--- config.mk ---
export PLATFORM = sky130hd
export DESIGN_NAME = led_ctrl
export DESIGN_NICKNAME = d
export VERILOG_FILES = /design/src/rtl/led_pkg.sv /design/src/rtl/tick_gen.sv /design/src/rtl/led_ctrl.sv
export SDC_FILE = /design/constraint.sdc
export NUM_CORES = 1
export LEC_CHECK = 0
export CAP_MARGIN = 20
export CORE_ASPECT_RATIO = 0.5
export CORE_MARGIN = 1.5
export CORE_UTILIZATION = 67
export CTS_CLUSTER_SIZE = 10
export DETAILED_ROUTE_END_ITERATION = 8
export MAX_ROUTING_LAYER = met4
export PLACE_DENSITY = 0.86
export SLEW_MARGIN = 20
export SYNTH_ARGS = -nofsm -noshare
export SYNTH_HDL_FRONTEND = slang
export SYNTH_SLANG_ARGS = --single-unit
--- constraint.sdc ---
create_clock -name clk_i -period 6.05 [get_ports clk_i]
set_clock_uncertainty 0.05 [all_clocks]
set_input_delay 1.815 -clock clk_i [delete_from_list [all_inputs] [get_ports clk_i]]
set_output_delay 1.815 -clock clk_i [all_outputs]
set_load 0.03 [all_outputs]
--- src/rtl/led_pkg.sv ---
// Shared definitions for the LED controller: channel modes and channel-index width.
package led_pkg;

  typedef logic [1:0] led_mode_t;

  localparam led_mode_t LED_OFF   = 2'd0;
  localparam led_mode_t LED_ON    = 2'd1;
  localparam led_mode_t LED_BLINK = 2'd2;
  localparam led_mode_t LED_PWM   = 2'd3;

  // A single channel still needs a one-bit select port.
  function automatic int ch_w(input int n_ch);
    return (n_ch <= 1) ? 1 : $clog2(n_ch);
  endfunction

endpackage

--- src/rtl/tick_gen.sv ---
// Clock-enable generator: one-cycle pulse every CLK_HZ/TICK_HZ clocks.
// clr_i restarts the count so the next pulse lands a full period later.
module tick_gen #(
  parameter int CLK_HZ  = 50_000_000,
  parameter int TICK_HZ = 1000
) (
  input  logic clk_i,
  input  logic rst_i,
  input  logic clr_i,
  output logic tick_o
);

  localparam int DIV   = CLK_HZ / TICK_HZ;
  localparam int CNT_W = $clog2(DIV);
  localparam logic [CNT_W-1:0] CNT_LAST = CNT_W'(DIV - 1);

  logic [CNT_W-1:0] cnt_reg;
  logic [CNT_W-1:0] cnt_next;
  logic             tick_reg;
  logic             tick_next;

  always_comb begin
    cnt_next  = cnt_reg + 1'b1;
    tick_next = 1'b0;
    if (cnt_reg == CNT_LAST) begin
      cnt_next  = '0;
      tick_next = 1'b1;
    end
    if (clr_i) begin
      cnt_next  = '0;
      tick_next = 1'b0;
    end
  end

  always_ff @(posedge clk_i) begin
    if (rst_i) begin
      cnt_reg  <= '0;
      tick_reg <= 1'b0;
    end else begin
      cnt_reg  <= cnt_next;
      tick_reg <= tick_next;
    end
  end

  assign tick_o = tick_reg;

endmodule

--- src/rtl/led_ctrl.sv ---
// N-channel LED controller (OFF/ON/BLINK/PWM) driven from a shared tick enable.
// Channel 0 can come out of reset blinking as a board heartbeat.
module led_ctrl
  import led_pkg::*;
#(
  parameter int CLK_HZ     = 50_000_000,
  parameter int TICK_HZ    = 1000,
  parameter int N_CH       = 4,
  parameter int PER_W      = 16,
  parameter int PWM_W      = 8,
  parameter int RST_BLINK0 = 1,
  parameter int RST_PER    = 500
) (
  input  logic                    clk_i,
  input  logic                    rst_i,
  input  logic                    cfg_we_i,
  input  logic [ch_w(N_CH)-1:0]   cfg_ch_i,
  input  logic [1:0]              cfg_mode_i,
  input  logic [PER_W-1:0]        cfg_period_i,
  input  logic [PWM_W-1:0]        cfg_duty_i,
  input  logic                    sync_i,
  output logic                    tick_o,
  output logic [N_CH-1:0]         led_o
);

  localparam int CH_W = ch_w(N_CH);

  logic             tick_raw;
  logic             tick;
  logic [PWM_W-1:0] pwm_cnt_reg;

  tick_gen #(
    .CLK_HZ  (CLK_HZ),
    .TICK_HZ (TICK_HZ)
  ) u_tick_gen (
    .clk_i  (clk_i),
    .rst_i  (rst_i),
    .clr_i  (sync_i),
    .tick_o (tick_raw)
  );

  // A sync cycle never carries a tick, so phases restart cleanly.
  assign tick   = tick_raw & ~sync_i;
  assign tick_o = tick;

  always_ff @(posedge clk_i) begin
    if (rst_i) begin
      pwm_cnt_reg <= '0;
    end else begin
      pwm_cnt_reg <= pwm_cnt_reg + 1'b1;
    end
  end

  for (genvar gi = 0; gi < N_CH; gi++) begin : g_ch
    localparam bit                IS_HB      = (gi == 0) && (RST_BLINK0 != 0);
    localparam led_mode_t         RST_MODE   = IS_HB ? LED_BLINK : LED_OFF;
    localparam logic [PER_W-1:0]  RST_PERIOD = IS_HB ? PER_W'(RST_PER) : '0;
    localparam logic              RST_STATE  = IS_HB;

    led_mode_t        mode_reg;
    led_mode_t        mode_next;
    logic [PER_W-1:0] period_reg;
    logic [PER_W-1:0] period_next;
    logic [PER_W-1:0] phase_reg;
    logic [PER_W-1:0] phase_next;
    logic [PER_W-1:0] phase_last;
    logic [PWM_W-1:0] duty_reg;
    logic [PWM_W-1:0] duty_next;
    logic             state_reg;
    logic             state_next;
    logic             led_reg;
    logic             led_next;
    logic             wr_hit;

    // Out-of-range channel indices simply never match any channel.
    assign wr_hit     = cfg_we_i && (cfg_ch_i == CH_W'(gi));
    assign phase_last = (period_reg == '0) ? '0 : period_reg - 1'b1;

    always_comb begin
      mode_next   = mode_reg;
      period_next = period_reg;
      duty_next   = duty_reg;
      phase_next  = phase_reg;
      state_next  = state_reg;
      led_next    = 1'b0;

      if (tick) begin
        if (phase_reg == phase_last) begin
          phase_next = '0;
          state_next = ~state_reg;
        end else begin
          phase_next = phase_reg + 1'b1;
        end
      end

      if (sync_i) begin
        phase_next = '0;
        state_next = 1'b1;
      end

      // A write overrides any tick or sync in the same cycle.
      if (wr_hit) begin
        mode_next   = cfg_mode_i;
        period_next = cfg_period_i;
        duty_next   = cfg_duty_i;
        phase_next  = '0;
        state_next  = 1'b1;
      end

      case (mode_reg)
        LED_OFF:   led_next = 1'b0;
        LED_ON:    led_next = 1'b1;
        LED_BLINK: led_next = state_reg;
        default:   led_next = (pwm_cnt_reg < duty_reg);
      endcase
    end

    always_ff @(posedge clk_i) begin
      if (rst_i) begin
        mode_reg   <= RST_MODE;
        period_reg <= RST_PERIOD;
        duty_reg   <= '0;
        phase_reg  <= '0;
        state_reg  <= RST_STATE;
        led_reg    <= 1'b0;
      end else begin
        mode_reg   <= mode_next;
        period_reg <= period_next;
        duty_reg   <= duty_next;
        phase_reg  <= phase_next;
        state_reg  <= state_next;
        led_reg    <= led_next;
      end
    end

    assign led_o[gi] = led_reg;
  end

endmodule
==> qor.log <==
[layout] final design area excluding fillers 0.0128 sq mm
[die] Initial Util 68.3%
[min_path] worst hold path startpoint g_ch[2].duty_reg[0]
[die] Die Ht 96.9 microns
[yosys] synthesized-area fraction occupied by ao, oa, aoi and oai cells 14.3%
[setup_path] worst endpoint data arrival time 2900 ps
[setup_path] slack of the worst reg-to-reg path 2340 ps
[setup_path] worst reg2reg path startpoint g_ch[3].period_reg[6]
[yosys] post-synthesis mux area share 1.24%
[die] width of the die 191 microns
[route] wirelength, routed 31300 microns
[yosys] post-synthesis cell type count 83
[power] Psw 826 uW
[power] reported leakage power 4.50 nW
[cts] number of setup buffers added after CTS 0
[yosys] nets in the synthesized netlist 1602
[timing] Setup Total Neg Slack 0 ps
[yosys] adder and majority cell fraction of the synthesized area 4.02%
[die] cell row count 34
[route] vias after detailed routing 11000
[global_route] number of antenna violations at the first check in global routing 0
[power] switching share of total power 26.6%
[power] total power draw 3.10 mW
[yosys] yosys synthesis warning count 0
[timing] final worst path period need 4760 ps
[place] number of port buffers 36
[timing] number of pins exceeding their max-slew limit in the final report 0
[timing] final setup violating endpoints 0
[yosys] area of the mapped netlist 0.0118 sq mm
[yosys] Post-synth EDFFs 0
[route] drt drc 0
[job] number of max-cap violations 0
[route] post-route antenna net violation count 0
[setup_path] startpoint type of the worst setup path input port
[route] routed vias/inst 6.34
[route] per-cell routed wire length 17.9 microns
[yosys] share of synthesized cell area in and, or, nand and nor gates 30.8%
[layout] layout cells sized above 1 5.43%
[power] Worst IR Drop VDD 0.240 mV
[timing] worst-case headroom to the max-slew limit 36.0%
[yosys] largest family of logic cells by synthesized area simple AND/OR/NAND/NOR gates
[yosys] proportion of synthesized flip-flops having asynchronous set or reset 0%
[min_path] Hold Path Sink g_ch[2].duty_reg[0]
[die] top-level port count 37
[timing] final-report hold violation count 0
[setup_path] cell depth of the worst flop-to-flop path 8
[cts] TritonCTS clock tree built
[route] number of violations reported at the end of detailed-routing iteration 0 877
[min_path] type of the worst min-delay path flop to flop
[cts] cell chosen for the clock root clkbuf_16
[yosys] XOR/XNOR Fraction of Synth Area 10.2%
[cts] post-cts repair resize count 0
[setup_path] worst-path fanout max 2
[cts] Clk Latency, worst-skew pair 520 ps
[cts] CTS sink cnt 201
[place] DP Worst Slack 1290 ps
[setup_path] crit path kind input port to output pin
[status] outcome finished, final reports clean
[yosys] fraction of the yosys area taken by sequential cells 34.0%
[power] Sequential Power Share 44.9%
[min_path] hold-critical path depth 2
[timing] Max Clock Freq 210 MHz
[power] combinational cell fraction of total power 15.2%
[setup_path] Worst setup EP type output pin
[power] pwr dens 243 mW/mm^2
[layout] P&R area growth vs syn 8.19%
[place] standard cell area after detailed placement 0.0121 sq mm
[yosys] mean cell area of the mapped netlist 7.71 sq um
[cts] post-CTS clock slew at the launch and capture registers of the worst setup and hold paths 40 ps
[layout] diode insertion count for antenna repair 0
[global_route] final global-route overflow total 0
[timing] post-route worst setup slack 1290 ps
[cts] cts hold-fix bufs 0
[timing] Slew @ Worst Pin 952 ps
[global_route] wire length of the first global-routing pass 52300 microns
[yosys] Synth Register Bits 201
[power] proportion of power drawn by the clock network 39.8%
[cts] CTS buffer count 24
[cts] H-tree levels 1
[layout] NumNets Final 1578
[setup_path] data required time at the worst endpoint 4180 ps
[global_route] GRT Overall Usage 35.6%
[place] post-detail-place hpwl 22100 microns
[cts] Max Root-Sink Buffers 3
[timing] unrepaired setup endpoints after global routing no
[die] Die Area 0.0185 sq mm
[route] first drt pass iteration count 7
[place] global placer's final weighted congestion 0.935
[layout] fin util 73.8%
[timing] fin crit share 78.7%
[setup_path] Crit Reg-Reg Endpoint g_ch[3].state_reg
[global_route] vias in the first global route 10700
[die] area of the core 0.0173 sq mm
[power] Int Pwr 2.28 mW
[yosys] number of standard cells after synthesis 1532
[global_route] pin count of the biggest net entering global routing 68
[yosys] most used flip-flop cell after synthesis dfxtp_1
[placed cells by master (no fill, tap or decap), drive strengths merged, types with 5 or more instances in the layout]
cell	instances
or2	6
nand4	40
a211oi	12
mux2i	9
nand2	277
nand4b	5
or3	18
o22ai	7
nor4	35
a31oi	5
or4	11
xnor2	64
nand2b	13
and4	14
nand3b	6
xor2	61
nor3	78
ha	38
mux2	5
nor2b	9
o31ai	7
nor2	103
clkdlybuf4s50	34
clkbuf	25
o21ai	33
inv	61
a21oi	128
nand3	50
buf	12
nor3b	8
dfxtp	201
a21o	19
and3	27
o211ai	14
nor4b	7
[cells in the mapped netlist, drive strengths merged (27+ instances only)]
| master | n | share of area [%] |
|---|---|---|
| a21oi | 128 | 5.4 |
| and3 | 27 | 1.4 |
| clkbuf | 77 | 2.5 |
| dfxtp | 201 | 34 |
| ha | 38 | 4.0 |
| inv | 61 | 1.9 |
| nand2 | 277 | 8.8 |
| nand3 | 50 | 2.1 |
| nand4 | 40 | 2.1 |
| nor2 | 103 | 3.5 |
| nor3 | 78 | 3.3 |
| nor4 | 35 | 2.1 |
| o21ai | 33 | 1.4 |
| xnor2 | 64 | 4.7 |
| xor2 | 61 | 4.5 |
[through the flow]
step	hold slack, ps	instances
2_1_floorplan	380	1532
3_3_place_gp	392	1716
3_5_place_dp	397	1716
4_1_cts	403	1743
5_1_grt	434	1743
6_report	404	1743
[layout make-up]
type                    instances  area, sq um
flip-flops and latches        201         4020
clock inverters                 2         13.8
fillers                      1336         4530
repair buffers                 46          430
inverters                      61          229
clock buffers                  25          626
well taps                     234          293
multi-input cells            1174         7170
[per-layer routing]
layer	global-route usage [%]	wire length, microns
met3	6.49	2290
met2	56.0	14100
met4	9.63	720
met1	47.1	14100
met5	-	0
[critical path, cell delays in order]
cell and delay, ps:
clkdlybuf4s50_1 520, nand2b_1 210, inv_1 160, buf_4 190
[kinds of logic after synthesis]
| family | after synthesis |
|---|---|
| buffers and inverters | 157 |
| muxes | 14 |
| and+or+nand+nor | 722 |
| xor gates and xnor gates | 130 |
| adders and majority gates | 38 |
| DFF | 201 |
| AOI/OAI and AO/OA | 270 |
[power groups by stage]
stage	clock, mW	sequential (mW)	combinational, mW
finish	1.24	1.39	0.472
global route	1.30	1.40	0.522
CTS	1.25	1.39	0.465
detailed placement	0	1.42	0.460
global placement	0	1.42	0.448
floorplan	0	1.40	0.357
[worst max path at each step]
stage,from,endpoint,slack (ps),cells after the start
floorplan,sync_i,tick_o,1120,5
global placement,sync_i,tick_o,1290,4
detailed placement,sync_i,tick_o,1290,4
CTS,sync_i,tick_o,1290,4
global route,sync_i,tick_o,1230,4
finish,sync_i,tick_o,1290,4
Note: power is estimated with default switching activity, not from simulation.
